$ cat src/rtl/memory_copier.sv
// Word-by-word memory copier: READ, CAPTURE, WRITE per word (3 cycles), one-cycle done pulse.
// Optional running checksum of written words when MEMORY_COPIER_CHECKSUM_EN is defined.
module memory_copier #(
  parameter int ADDRESS_WIDTH = 16,
  parameter int DATA_WIDTH    = 32,
  parameter int LENGTH_WIDTH  = 16
) (
  input  logic                     clock,
  input  logic                     reset,
  input  logic                     start,
  input  logic [ADDRESS_WIDTH-1:0] sourceAddress,
  input  logic [ADDRESS_WIDTH-1:0] destinationAddress,
  input  logic [LENGTH_WIDTH-1:0]  length,
  output logic                     busy,
  output logic                     done,
  output logic [ADDRESS_WIDTH-1:0] address,
  output logic [DATA_WIDTH-1:0]    dataOut,
  input  logic [DATA_WIDTH-1:0]    dataIn,
  output logic                     readEnabled,
  output logic                     writeEnabled
`ifdef MEMORY_COPIER_CHECKSUM_EN
  ,
  output logic [DATA_WIDTH-1:0]    checksum
`endif
);

  // Memory handshake: a strobe is a one-cycle request with address/dataOut valid in
  // that same cycle; read data returns on dataIn the following cycle (CAPTURE).
  typedef enum logic [2:0] {IDLE, READ, CAPTURE, WRITE, DONE} state_t;

  state_t                   state;
  state_t                   state_next;
  logic [ADDRESS_WIDTH-1:0] src_q;
  logic [ADDRESS_WIDTH-1:0] dst_q;
  logic [LENGTH_WIDTH-1:0]  len_q;
  logic [LENGTH_WIDTH-1:0]  index;
  logic [DATA_WIDTH-1:0]    buffer;
  logic [ADDRESS_WIDTH-1:0] addr_q;
  logic [DATA_WIDTH-1:0]    dout_q;
  logic [ADDRESS_WIDTH-1:0] index_addr;
  logic [LENGTH_WIDTH:0]    index_inc;
  logic                     last_word;

  // Index is widened by one bit so index+1 never overflows in the compare.
  assign index_addr = ADDRESS_WIDTH'(index);
  assign index_inc  = {1'b0, index} + (LENGTH_WIDTH+1)'(1);
  assign last_word  = index_inc >= {1'b0, len_q};

  always_comb begin
    state_next   = state;
    busy         = (state != IDLE);
    done         = 1'b0;
    readEnabled  = 1'b0;
    writeEnabled = 1'b0;
    address      = addr_q;
    dataOut      = dout_q;
    unique case (state)
      IDLE: begin
        if (start) state_next = (length == '0) ? DONE : READ;
      end
      READ: begin
        readEnabled = 1'b1;
        address     = src_q + index_addr;
        state_next  = CAPTURE;
      end
      CAPTURE: state_next = WRITE;
      WRITE: begin
        writeEnabled = 1'b1;
        address      = dst_q + index_addr;
        dataOut      = buffer;
        state_next   = last_word ? DONE : READ;
      end
      DONE: begin
        done       = 1'b1;
        state_next = IDLE;
      end
      default: state_next = IDLE;
    endcase
  end

  always_ff @(posedge clock) begin
    if (!reset) begin
      state    <= IDLE;
      src_q    <= '0;
      dst_q    <= '0;
      len_q    <= '0;
      index    <= '0;
      buffer   <= '0;
      addr_q   <= '0;
      dout_q   <= '0;
`ifdef MEMORY_COPIER_CHECKSUM_EN
      checksum <= '0;
`endif
    end else begin
      state  <= state_next;
      // Hold registers keep address/dataOut stable while both strobes are low.
      addr_q <= address;
      dout_q <= dataOut;
      case (state)
        IDLE: begin
          if (start) begin
            src_q    <= sourceAddress;
            dst_q    <= destinationAddress;
            len_q    <= length;
            index    <= '0;
`ifdef MEMORY_COPIER_CHECKSUM_EN
            checksum <= '0;
`endif
          end
        end
        CAPTURE: buffer <= dataIn;
        WRITE: begin
          index    <= index + LENGTH_WIDTH'(1);
`ifdef MEMORY_COPIER_CHECKSUM_EN
          checksum <= checksum + buffer;
`endif
        end
        default: ;
      endcase
    end
  end

  a_strobes_exclusive: assert property (@(posedge clock) !(readEnabled && writeEnabled));
  a_busy_state: assert property (@(posedge clock) busy == (state != IDLE));

endmodule

$ cat config.mk
export PLATFORM = sky130hd
export DESIGN_NAME = memory_copier
export DESIGN_NICKNAME = d
export VERILOG_FILES = /design/src/rtl/memory_copier.sv
export SDC_FILE = /design/constraint.sdc
export NUM_CORES = 1
export LEC_CHECK = 0
export ABC_AREA = 1
export CORE_AREA = 5 5 161 163
export DETAILED_ROUTE_END_ITERATION = 7
export DIE_AREA = 0 0 166 168
export DONT_BUFFER_PORTS = 1
export MAX_ROUTING_LAYER = met4
export SLEW_MARGIN = 25
export SYNTH_ARGS = -nofsm -noshare
export SYNTH_HDL_FRONTEND = slang
export SYNTH_SLANG_ARGS = --single-unit
$ cat constraint.sdc
create_clock -name clock -period 2.9 [get_ports clock]
set_input_delay 0 -clock clock [delete_from_list [all_inputs] [get_ports clock]]
set_output_delay 0 -clock clock [all_outputs]
set_load 0.01 [all_outputs]
* After elaboration in Yosys (flattened, before gate mapping) *
Index checks and enable logic that the tools add are counted.

word-level totals
  bits in registers = 147
  input bits = 83
  output and inout port bits = 52
  logic and storage cells = 35

operators by class
  add/subtract/negate cells = 4
  $lt $le $gt $ge = 1
  equality and inequality tests = 5
  multiplexer cells = 11
  reductions and logical operators = 6

operators with widths
  cell                                                                   number
  16-bit case mux with 2 select lines                                    2
  16-bit adder                                                           2
  32-bit two-way mux                                                     1
  16-bit by 1-bit adder with 17-bit output, second input constant        1
  17-bit by 16-bit greater-or-equal comparator with 1-bit output         1
  16-bit by 1-bit adder with 16-bit output, second input constant        1
  16-bit zero test                                                       1
  16-bit two-way mux                                                     1
  3-bit case mux with 4 select lines                                     1
  3-bit two-way mux                                                      3
  3-bit by 2-bit equality test with 1-bit output, second input constant  2
  2-bit AND reduction                                                    2
  3-bit by 1-bit equality test with 1-bit output, second input constant  1
  3-bit equality test, second input constant                             1
  3-bit zero test                                                        1
  1-bit two-way mux                                                      3
  3-bit nonzero test                                                     1
  2-bit != test, second input constant                                   1
  2-bit nonzero test                                                     1

* Longest topological paths before layout *
  word-level depth = 4
  gate-level depth with buffers = 20
  mapped depth without buffers = 20

* Worst setup path after synthesis *
Ideal clock, no wire load.

  path kind = register -> register
  from = register state[0]
  to = register addr_q[8]
  setup time = 0.065 ns
  data arrival time = 2.524 ns
  required time = 2.835 ns
  slack = 0.311 ns
  stages on the path, launching flop included = 20
  buffers on the path = 2
  period minus slack after synthesis = 2.589 ns
  cell sequence = dfxtp_1 -> inv_1 -> nor2_2 -> nand2_1 -> buf_2 -> clkbuf_1 -> nand2_1 -> o21ai_0 -> ha_1 -> fa_1 -> nand3_1 -> nand3_1 -> nand2_1 -> nand2_1 -> inv_1 -> o21ai_0 -> and2_1 -> o21ai_0 -> nand2_1 -> nor2_1

between the ends
  longest elaborated chain between the ends = 2
  elaborated cells between the ends (all ways) = 3
  classes of those cells = 2 x eq/ne; 1 x mux

ends and longest elaborated chain
  what                                                                                                                     line  RTL
  start: declaration                                                                                                       31    state_t state;
  start signal: assignment                                                                                                 95    state <= state_next;
  3-bit by 2-bit equality test with 1-bit output / 3-bit by 1-bit equality test with 1-bit output (equally long branches)  57    unique case (state)
  16-bit case mux with 2 select lines *                                                                                    57
  end signal: assignment                                                                                                   97    addr_q <= address;
  end: declaration                                                                                                         38    logic [ADDRESS_WIDTH-1:0] addr_q;

Mark *: on every way between the ends. The rest lies on a longest branch, timed or not.
A chain may end at the register's enable or synchronous reset.

* Worst setup path after layout *
  from = register state[0]
  to = output address[15]

between the ends
  longest elaborated chain between the ends = 2
  elaborated cells between the ends (all ways) = 3
  classes of those cells = 2 x eq/ne; 1 x mux

ends and longest elaborated chain
  what                                                                                                                     line  RTL
  3-bit by 2-bit equality test with 1-bit output / 3-bit by 1-bit equality test with 1-bit output (equally long branches)  57
  16-bit case mux with 2 select lines *                                                                                    57
  end: declaration                                                                                                         16    output logic [ADDRESS_WIDTH-1:0] address,

Marks and branches as above.

==> metrics.txt <==
min Tclk post-route=2770 ps; Switching Share=0.277; clk buf depth=2; NetSw=1.53 mW; final instance area=0.00971 sq mm; Worst Path Max Fanout=23; root buf cell=clkbuf_16; routed len/inst=14.2 um; worst hold margin=14.3 ps; Area Overhead vs Synth=35.4%; Clock Skew=9.26 ps; final net count=1,261; Slew headroom=0.617; post-route ant nets=0; Crit path arrival time=2770 ps; fraction of layout cells with a size suffix above 1=0.115; FF/Latch Area=0.00295 sq mm; port bufs=0; Worst EP required=2900 ps; clock sinks=147; Num CTS Buffers=17; Post-Syn Nets=1,129; max-slew violation total from the final report=0; Int Pwr=3.99 mW; vias in the first global route=6,612; static leakage=4.48 nW; All-Layer GR Usage=0.152; drc violations=0; dominant cell type by area after synthesis=dfxtp_1; Comb power frac=0.178; DR vias/cell=4.66; post-synth top area share=0.411; GR Overflow Total=0; First-pass DRT Iterations=6; RR Endpoint=state[0]; Die W=166 um; top cells by area, synth=dfxtp_1 41%, o21ai_0 10%, nand2_1 7.7%, inv_1 7.2%, nor2_1 6.7%; largest net degree at the start of global routing=85; Syn Std Cell Area=0.00717 sq mm; Hold Path End=len_q[7]; final hold vios=0; clk slew on worst S/H paths=60 ps; Post-synth top flop=dfxtp_1; FF+latch count, synth=147; worst-skew pair later-pin latency=420 ps; Yosys warning count=0; Final setup viols=0; transition time of the tightest slew-check pin=573 ps; hold path depth=3; fin util=0.401; GPL Wtd Cong=0.898; Detailed Route Iter0 Violations=377; setup_tns=0 ps; htree depth=4; async set-reset flop share out of synthesis=0; CTS tree=yes; library cells used by synthesis=35; Area after DPL=0.00747 sq mm; Overall Power=5.52 mW; Mapped Avg Cell Area=7.08 sq um; num rows=57; number of enable flip-flop cells after synthesis=0; max_cap viols=0; vias=6,920; Gate Count Post-Synth=1,013; final WL=21.2 mm; Worst path slowest cell=ha_1; cell repeated most along the worst path=nand2_1; first-pass GRT wire length=33.8 mm; period utilization=0.955; register share of total power=0.407; core area=0.0242 sq mm; status=finished clean; die area=0.0279 sq mm; Clk network pwr share=0.415; Setup crit end kind=output pin; initial antenna violation count=3; most frequent cells in the layout=144 x nand2_1, 144 x dfxtp_1, 144 x dlygate4sd3_1; number of fill cells=2,425; HP Start=reset; fmax=361 MHz; Worst VDD drop=0.371 mV; RSZ-0062 raised after global routing=yes; reg2reg start=index[0]; Setup CP Type=reg2out; sequential fraction of the synthesis area=0.411; worst hold-check path type=in2reg; reg2reg path depth=16; die height=168 um; area occupied by multi-input gates=0.00361 sq mm; Initial Utilization=0.296; crit-path cells=inv_1, nor2_4, nand2_4, buf_8, nand2_1, o21ai_0, ha_1, inv_1, nor3_2, and2_1, nand2_1, nand2_1, nand2_1, nand2_1, nand2_1, nand2_1, inv_1; post-DP HPWL=14.2 mm; Setup crit start kind=register; pwr/cell area=569 mW/mm^2; flop2flop setup slack=290 ps; Crit path largest cell delay=390 ps; IO Pins=135
[sequential cells by signal, summed over array words and instances (netlist names)]
name and count:
buffer 32, dout_q 32, addr_q 16, dst_q 16
index 16, len_q 16, src_q 16, state 3
[critical path: cells and delay by family (launching register included)]
family | cells | cell delay (ps)
AO/OA/AOI/OAI | 1 | 130
buffers and inverters | 4 | 480
AND/OR/NAND/NOR | 11 | 990
adder cells (fa/ha/maj) | 1 | 390
flip-flops | 1 | 340
[cell usage after synthesis, types with 11 or more instances]
master	instances
a21oi_1	92
dfxtp_1	147
nand4_1	12
nor2_1	127
o21ai_0	144
nand3_1	26
ha_1	32
clkbuf_1	35
inv_1	137
xor2_1	11
nand2_1	147
or2_2	36
[kinds of logic (layout without fill, tap and decap cells)]
logic type	Yosys count	after routing	synth area share
other	0	5	0
xor gates and xnor gates	13	13	0.0169
buffers and inverters	188	332	0.101
DFF	147	147	0.411
adders and majority gates	33	33	0.0586
AOI/OAI and AO/OA	252	252	0.181
and+or+nand+nor	380	380	0.232
[final cells by class]
cell class              instances  share of cell area
clock buffers                  19              0.0467
inverters                     141              0.0547
flip-flops and latches        147               0.304
clock inverters                12              0.0161
well taps                     324              0.0418
diodes                          5             0.00129
repair buffers                160               0.164
multi-input cells             678               0.372
[worst max-delay path by stage]
stage | start | end | slack [ps] | depth (start not counted)
2_1_floorplan | state[0] | addr_q[8] | 310 | 19
3_3_place_gp | index[0] | state[2] | 180 | 17
3_5_place_dp | index[0] | state[0] | 170 | 16
4_1_cts | state[0] | address[10] | 10 | 16
5_1_grt | state[0] | address[14] | -30 | 16
6_report | state[0] | address[15] | 130 | 17
[timing repair]
item / CTS / global route
gates resized for setup: 7 / 42
pin swaps: 0 / 13
endpoints found under the setup margin: 7 / 11
endpoints found under the hold margin: 112 / 0
buffers inserted: 1 / 3
hold buffers: 145 / 0
[stage by stage]
step,setup slack (ps),std cells
after global placement,180,1301
final,131,1486
after floorplan,311,1013
after detailed placement,170,1301
after CTS,11.9,1478
after global routing,-28.7,1484
[routing by layer]
| layer | global-route usage | wire, um |
|---|---|---|
| met1 | 0.178 | 8990 |
| met2 | 0.255 | 10400 |
| met3 | 0.0349 | 1110 |
| met4 | 0.0613 | 644 |
| met5 | - | 0 |
[power groups by stage]
| stage | logic, mW | clock network, mW | registers, mW |
|---|---|---|---|
| floorplan | 0.586 | 0 | 2.27 |
| global placement | 0.736 | 0 | 2.29 |
| detailed placement | 0.745 | 0 | 2.29 |
| CTS | 0.962 | 2.33 | 2.25 |
| global route | 1.11 | 2.40 | 2.27 |
| finish | 0.983 | 2.29 | 2.25 |
Note: power is estimated with default switching activity, not from simulation.
